--- src/rtl/fuzzy_cut_sched.sv ---
// fuzzy_cut_sched: two-requester round-robin scheduler feeding a fuzzy cut-line
// merge unit. Each requester owns a cut_line register; the merged word of the
// granted request is registered onto a valid/ready result channel.
// Optional build macro: FUZZY_CUT_SCHED_STATS_EN adds per-requester 16-bit
// saturating acceptance counters (cnt_a, cnt_b).

module fuzzy_cut_sched #(
    parameter int LongBits_limit = 10
) (
    input  logic                      clk,
    input  logic                      rst_n,
    input  logic                      a_valid,
    output logic                      a_ready,
    input  logic [LongBits_limit-1:0] a_x,
    input  logic [LongBits_limit-1:0] a_y,
    input  logic                      b_valid,
    output logic                      b_ready,
    input  logic [LongBits_limit-1:0] b_x,
    input  logic [LongBits_limit-1:0] b_y,
    input  logic                      cfg_we,
    input  logic                      cfg_sel,
    input  logic [LongBits_limit-1:0] cfg_data,
    output logic                      out_valid,
    input  logic                      out_ready,
    output logic [LongBits_limit-1:0] out_z,
    output logic                      out_src
`ifdef FUZZY_CUT_SCHED_STATS_EN
    ,
    output logic [15:0]               cnt_a,
    output logic [15:0]               cnt_b
`endif
);

    localparam int W = LongBits_limit;

    typedef enum logic [0:0] {
        ST_IDLE = 1'b0,
        ST_HOLD = 1'b1
    } state_t;

    // Fuzzy merge: set cut bits OR the operands; clear cut bits keep the
    // smaller operand's bit and add a carry-like term when the larger operand
    // has a run of three ones around bit i and the smaller has bit i-1 set.
    // The padded copies make bit -1 and bit W read as zero.
    function automatic logic [W-1:0] fuzzy_merge(
        input logic [W-1:0] x,
        input logic [W-1:0] y,
        input logic [W-1:0] cut
    );
        logic [W-1:0] lo;
        logic [W-1:0] hi;
        logic [W+1:0] lo_e;
        logic [W+1:0] hi_e;
        logic [W-1:0] z;
        if (x < y) begin
            lo = x;
            hi = y;
        end else begin
            lo = y;
            hi = x;
        end
        lo_e = {1'b0, lo, 1'b0};
        hi_e = {1'b0, hi, 1'b0};
        z    = '0;
        for (int i = 0; i < W; i++) begin
            if (cut[i]) begin
                z[i] = x[i] | y[i];
            end else begin
                z[i] = lo[i] | (hi_e[i+2] & hi_e[i+1] & hi_e[i] & lo_e[i]);
            end
        end
        return z;
    endfunction

    state_t         state_r;
    state_t         state_nxt_s;
    logic [W-1:0]   cut_a_r;
    logic [W-1:0]   cut_b_r;
    logic           last_b_r;
    logic [W-1:0]   out_z_r;
    logic           out_src_r;

    logic           grant_b_s;
    logic           accept_ok_s;
    logic           a_ready_s;
    logic           b_ready_s;
    logic           accept_s;
    logic [W-1:0]   sel_x_s;
    logic [W-1:0]   sel_y_s;
    logic [W-1:0]   sel_cut_s;
    logic [W-1:0]   merge_z_s;

    // Round-robin grant and ready generation; ready only while accepting is legal.
    always_comb begin
        grant_b_s   = 1'b0;
        accept_ok_s = 1'b0;
        a_ready_s   = 1'b0;
        b_ready_s   = 1'b0;
        if (a_valid && b_valid) begin
            grant_b_s = ~last_b_r;
        end else begin
            grant_b_s = b_valid;
        end
        // Readies are held low while reset is asserted, independent of the clock.
        accept_ok_s = rst_n & ((state_r == ST_IDLE) | out_ready);
        a_ready_s   = accept_ok_s & a_valid & ~grant_b_s;
        b_ready_s   = accept_ok_s & b_valid & grant_b_s;
    end

    assign accept_s = a_ready_s | b_ready_s;
    assign a_ready  = a_ready_s;
    assign b_ready  = b_ready_s;

    // Operand and cut-line selection for the granted requester.
    always_comb begin
        sel_x_s   = '0;
        sel_y_s   = '0;
        sel_cut_s = '0;
        if (grant_b_s) begin
            sel_x_s   = b_x;
            sel_y_s   = b_y;
            sel_cut_s = cut_b_r;
        end else begin
            sel_x_s   = a_x;
            sel_y_s   = a_y;
            sel_cut_s = cut_a_r;
        end
    end

    assign merge_z_s = fuzzy_merge(sel_x_s, sel_y_s, sel_cut_s);

    // Next-state logic: an acceptance always lands in HOLD; a drained HOLD returns to IDLE.
    always_comb begin
        state_nxt_s = state_r;
        case (state_r)
            ST_IDLE: begin
                if (accept_s) begin
                    state_nxt_s = ST_HOLD;
                end else begin
                    state_nxt_s = ST_IDLE;
                end
            end
            ST_HOLD: begin
                if (accept_s) begin
                    state_nxt_s = ST_HOLD;
                end else if (out_ready) begin
                    state_nxt_s = ST_IDLE;
                end else begin
                    state_nxt_s = ST_HOLD;
                end
            end
            default: begin
                state_nxt_s = ST_IDLE;
            end
        endcase
    end

    // FSM state register.
    always_ff @(posedge clk or negedge rst_n) begin
        if (!rst_n) begin
            state_r <= ST_IDLE;
        end else begin
            state_r <= state_nxt_s;
        end
    end

    // Result registers load on acceptance and otherwise hold steady.
    always_ff @(posedge clk or negedge rst_n) begin
        if (!rst_n) begin
            out_z_r   <= '0;
            out_src_r <= 1'b0;
        end else if (accept_s) begin
            out_z_r   <= merge_z_s;
            out_src_r <= grant_b_s;
        end
    end

    // Last-grant pointer; reset to B so that A wins the first contest.
    always_ff @(posedge clk or negedge rst_n) begin
        if (!rst_n) begin
            last_b_r <= 1'b1;
        end else if (accept_s) begin
            last_b_r <= grant_b_s;
        end
    end

    // Cut-line registers; a same-cycle acceptance still sees the pre-edge value.
    always_ff @(posedge clk or negedge rst_n) begin
        if (!rst_n) begin
            cut_a_r <= '0;
            cut_b_r <= '0;
        end else if (cfg_we) begin
            if (cfg_sel) begin
                cut_b_r <= cfg_data;
            end else begin
                cut_a_r <= cfg_data;
            end
        end
    end

    assign out_valid = (state_r == ST_HOLD);
    assign out_z     = out_z_r;
    assign out_src   = out_src_r;

`ifdef FUZZY_CUT_SCHED_STATS_EN
    logic [15:0] cnt_a_r;
    logic [15:0] cnt_b_r;

    // Saturating per-requester acceptance counters.
    always_ff @(posedge clk or negedge rst_n) begin
        if (!rst_n) begin
            cnt_a_r <= 16'h0000;
            cnt_b_r <= 16'h0000;
        end else begin
            if (a_ready_s && (cnt_a_r != 16'hFFFF)) begin
                cnt_a_r <= cnt_a_r + 16'h0001;
            end
            if (b_ready_s && (cnt_b_r != 16'hFFFF)) begin
                cnt_b_r <= cnt_b_r + 16'h0001;
            end
        end
    end

    assign cnt_a = cnt_a_r;
    assign cnt_b = cnt_b_r;
`endif

endmodule

--- config.mk ---
export PLATFORM = sky130hd
export DESIGN_NAME = fuzzy_cut_sched
export DESIGN_NICKNAME = d
export VERILOG_FILES = /design/src/rtl/fuzzy_cut_sched.sv
export SDC_FILE = /design/constraint.sdc
export NUM_CORES = 1
export LEC_CHECK = 0
export CAP_MARGIN = 25
export CELL_PAD_IN_SITES_DETAIL_PLACEMENT = 0
export CELL_PAD_IN_SITES_GLOBAL_PLACEMENT = 1
export CORE_MARGIN = 4
export CORE_UTILIZATION = 40
export CTS_BUF_LIST = sky130_fd_sc_hd__clkbuf_8
export DETAILED_ROUTE_END_ITERATION = 6
export GPL_TIMING_DRIVEN = 1
export PLACE_DENSITY_LB_ADDON = 0.1
export RECOVER_POWER = 100
export SLEW_MARGIN = 10
export SYNTH_ARGS = -nofsm -noshare
export SYNTH_HDL_FRONTEND = slang
export SYNTH_SLANG_ARGS = --single-unit
--- constraint.sdc ---
create_clock -name clk -period 5.2 [get_ports clk]
set_input_delay 1.04 -clock clk [delete_from_list [all_inputs] [get_ports clk]]
set_output_delay 1.04 -clock clk [all_outputs]
set_load 0.03 [all_outputs]
# ---- After elaboration in Yosys (flattened, before gate mapping)
# Cells that the tools add are included.
dict set report totals {
  elab_cells 83
  n_memories 0
  output_inout_bits 14
  latchBits 0
  mem_bits_ro 0
  input_bits 57
  register_bits 33
  mem_bits_rw 0
}
dict set report classes {
  add_sub_neg 0
  n_bitwise 53
  eq_ne 0
  order_cmp 1
  reduce_logical 3
  div_mod_pow 0
  n_mul 0
  mux 20
  n_shift 0
}
# operator count
set op_table {}
lappend op_table {{10-bit 2-to-1 mux} 5}
lappend op_table {{1-bit bitwise AND} 29}
lappend op_table {{1-bit bitwise OR} 20}
lappend op_table {{1-bit 2-to-1 mux} 14}
lappend op_table {{10-bit less-than comparator} 1}
lappend op_table {{1-bit inverter} 4}
lappend op_table {{2-bit AND reduction} 2}
lappend op_table {{1-bit one-hot mux with 2 select lines} 1}
lappend op_table {{1-bit logical AND} 1}

# ---- Depth between registers and ports, before layout
dict set report depth {
  depth_word 10
  ltp_mapped 13
  ltp_nobuf 10
}

# ---- Least setup slack after synthesis
# No wires, ideal clock.
dict set report synth_path {
  path_type {input to register}
  start {in b_valid}
  end {reg out_z_r[4] (netlist: out_z[4])}
  path_buffers 3
  t_required_ns 5.123
  stages 13
  setup_time_ns 0.077
  setup_slack_ns 1.647
  arrival_ns 3.476
  cell_sequence {a21boi_1 > buf_4 > buf_2 > mux2i_1 > inv_1 > ha_1 > nand4b_1 > or3_1 > o221ai_1 > a211oi_2 > buf_6 > mux2_1 > a21oi_1}
}
dict set report synth_between {
  elab_chain_len 10
  elab_cells_between_ends 19
  cone_classes {order compare (1); mux (7); bitwise (10); reduce/logical (1)}
}
# element line
set synth_lines {}
lappend synth_lines {{from (decl)} 16} ;# input logic b_valid,
lappend synth_lines {{1-bit logical AND} 99} ;# if (a_valid && b_valid) begin
lappend synth_lines {{1-bit 2-to-1 mux} 99}
lappend synth_lines {{10-bit 2-to-1 mux} 119} ;# if (grant_b_s) begin
lappend synth_lines {{10-bit less-than comparator} 55} ;# if (x < y) begin
lappend synth_lines {{10-bit 2-to-1 mux} 55}
lappend synth_lines {{1-bit bitwise AND (3 in series)} 69} ;# z[i] = lo[i] | (hi_e[i+2] & hi_e[i+1] & hi_e[i] & lo_e[i]);
lappend synth_lines {{1-bit bitwise OR} 69}
lappend synth_lines {{1-bit 2-to-1 mux} 66} ;# if (cut[i]) begin
lappend synth_lines {{to (signal assigned)} 173} ;# out_z_r <= merge_z_s;
lappend synth_lines {{to (decl)} 80} ;# logic [W-1:0] out_z_r;
# Several ways; a longest one is shown, not always the timed one.
# A chain may end at the register's enable or synchronous reset.

# ---- Worst setup path after layout
dict set report layout_path {
  start {in b_valid}
  end {reg out_z_r[6] (netlist: out_z[6])}
}
# The elaborated chain is that of the path after synthesis.

==> results.md <==
- Status: finished, violations left
- Failing checks: capacitance limit, slew limit
- Wire per inst: 16.8 um
- Slowest CP cell: a211oi_1
- Net Sw Frac: 0.351
- Arrival time worst endpoint: 4.75 ns
- DRT Pass-1 Iters: 4
- Synth warnings: 0
- WP depth: 13
- Rows: 28
- Critical path capture point type: register
- Final clock skew: 0.00775 ns
- Post-CTS Setup Repair Bufs: 0
- Library cells used by synthesis: 43
- Register share of total power: 0.346
- Worst path cell trace: clkdlybuf4s50_1 -> a21boi_2 -> buf_4 -> mux2i_1 -> inv_1 -> ha_1 -> nand4b_1 -> or3_1 -> o221ai_1 -> a211oi_1 -> buf_6 -> mux2_2 -> a21oi_1
- Remaining antenna violation count: 0
- Cell Pwr Density: 295 mW/mm^2
- Gate power share: 0.413
- Final worst-path cycle share: 0.874
- Total number of vias: 2257
- Max incr delay on CP: 0.68 ns
- Hold/Removal Path Class: reg2reg
- IO Count: 71
- Share of Yosys cell area claimed by the top area cell type: 0.326
- R2r worst-path depth: 11
- Post-synthesis cell count: 251
- Gr ovfl total: 0
- CP Max Fanout: 27
- H-tree Lvls: 2
- Met3 WL: 359 um
- Slew @ Worst Pin: 1.65 ns
- # hold bufs at CTS: 0
- Syn Area/Cell: 9.79 um^2
- Main synth FF type: dfrtp_1
- # Max-Cap Violations: 1
- Layout cells sized above 1: 0.115
- DRC violations left: 0
- Setup violators final: 0
- CP delay by family, top: buffers and inverters
- Max Used Layer: met4
- # fillers: 568
- GPL Wtd Cong: 0.860
- RSZ-0062 raised after global routing: no
- Worst Setup Start Kind: input pin
- Dpl cell area: 0.00322 mm^2
- Seq/Total Area, Yosys: 0.337
- WS Path Type: in2reg
- Die H: 86.4 um
- Leakage: 1.41 nW
- CTS tree: built
- Pre-CTS WS: 0.316 ns
- Hold Path Depth: 1
- PortBufs: 70
- Post-synth EDFFs: 0
- First-pass GRT wire length: 11.1 mm
- Dominant cells by area after synthesis: dfrtp_1 (33%), mux2i_1 (13%), mux2_2 (11%), ha_1 (8.2%), a221oi_1 (3.6%)
- Rel. slew slack: -0.102
- Area Overhead vs Synth: 35.5%
- Die Area: 0.00746 mm^2
- Final instance area: 0.00333 mm^2
- Nets: 395
- Number of synthesized register bits: 33
- Sw power: 0.000344 W
- Diode count: 0
- Vias in the first global route: 2284
- Final hold violations: 0
- Vias per std cell: 5.69
- Pin count of the biggest net entering global routing: 31
- Setup tns final: 0 ns
- Reg clk slew, reported paths: 0.07 ns
- Initial antenna violation count: 0
- DR WL met2: 3.23 mm
- Initial core utilization: 0.412
- CP bufs+invs: 4
- M1 WL: 2.97 mm
- Clock network power share: 0.240
- Count of final max-slew check failures: 31
- Routed Wire Length: 6.67 mm
- Final worst setup slack: 0.656 ns
- Skew-Pair Late Insertion Delay: 0.29 ns
- Netlist Area Pre-Place: 0.00246 mm^2
- Chip width: 86.4 um
- FMAX: 220 MHz
- Post-synth top area cell: dfrtp_1
- Net Count, Synth: 324
- CP Data Required Time: 5.41 ns
- Async set or reset register ratio after synthesis: 1.00
- Initial DRC count: 123
- Core area: 0.00596 mm^2
- PostCTS Resize Cnt: 0
- Power Internal: 0.000636 W
- Worst vdd ir: 0.000157 V
- Post-detail-place hpwl: 5.19 mm
- All-Layer GR Usage: 0.188
- Clock period minus worst slack: 4.54 ns
- Clock tree buffer depth: 2
- Clock sink total: 33
- Inserted Clock Buffers: 5
- Clock root cell: clkbuf_8
[cell families after synthesis]
kind of cell	count (synthesis)	synth area share
DFF	33	0.337
buffers and inverters	20	0.0397
muxes	57	0.245
and+or+nand+nor	71	0.144
AOI/OAI and AO/OA	54	0.153
adders and majority gates	16	0.0815
[routing by layer]
layer | up-vias | global-route usage
li1 | 1097 | -
met1 | 1092 | 0.249
met2 | 57 | 0.314
met3 | 11 | 0.0352
met4 | 0 | 0.0538
met5 | - | 0
[cell usage in the layout (no fill, tap or decap), types with 10 or more instances in the layout]
master           netlist  layout
dfrtp_1               32      32
dlygate4sd3_1          0      16
ha_1                  16      16
mux2_2                24      23
a21oi_1               11      11
o21ai_0                9      10
mux2i_1               32      32
nand2_1               22      22
nor2_1                11      11
a221oi_1              10      10
clkdlybuf4s50_1        0      54
[power groups by stage]
stage               registers (W)  clock network, W  logic, W
global route             0.000347          0.000256  0.000444
global placement         0.000345                 0  0.000413
detailed placement       0.000346                 0  0.000415
finish                   0.000340          0.000236  0.000406
CTS                      0.000342          0.000245  0.000417
floorplan                0.000392                 0  0.000204
[synth_stat cells (7+ instances only)]
master	instances
dfrtp_1	32
mux2i_1	32
mux2_2	24
nand2_1	22
ha_1	16
a21oi_1	11
nor2_1	11
a221oi_1	10
inv_1	9
o21ai_0	9
nand3_1	7
nand4_1	7
nor3_1	7
[per-stage QoR]
step / instances / hold slack, ns / power, W / utilization
after detailed placement: 389 / 0.484 / 0.000761 / 0.541
after global routing: 397 / 0.523 / 0.00105 / 0.559
final: 397 / 0.485 / 0.000981 / 0.559
after CTS: 396 / 0.502 / 0.00100 / 0.558
after global placement: 389 / 0.461 / 0.000758 / 0.541
after floorplan: 251 / 0.470 / 0.000596 / -
[final timing paths]
path                                      start                endpoint  slack [ns]
max                                     b_valid    out_z[6]$_DFFE_PN0P_        0.66
min                         out_src$_DFFE_PN0P_     out_src$_DFFE_PN0P_        0.49
max reg2reg                last_b_r$_DFFE_PN1P_    out_z[6]$_DFFE_PN0P_        1.47
min reg2reg                 out_src$_DFFE_PN0P_     out_src$_DFFE_PN0P_        0.49
max in group asynchronous                 rst_n  cut_b_r[7]$_DFFE_PN0P_        2.31
min in group asynchronous                 rst_n     out_valid$_DFF_PN0_        1.06
[registers in the layout, summed over array words and instances, names as in the netlist]
signal / count
out_src: 1
last_b_r: 1
cut_a_r: 10
cut_b_r: 10
out_valid: 1
out_z: 10
[cell type report]
class	instances	area, um^2	area share
multi-input cells	198	1530	0.460
flip-flops and latches	33	827	0.249
repair buffers	75	738	0.222
well taps	75	93.8	0.0282
clock buffers	5	68.8	0.0207
clock inverters	2	35.0	0.0105
inverters	9	33.8	0.0102
Note: power is estimated with default switching activity, not from simulation.
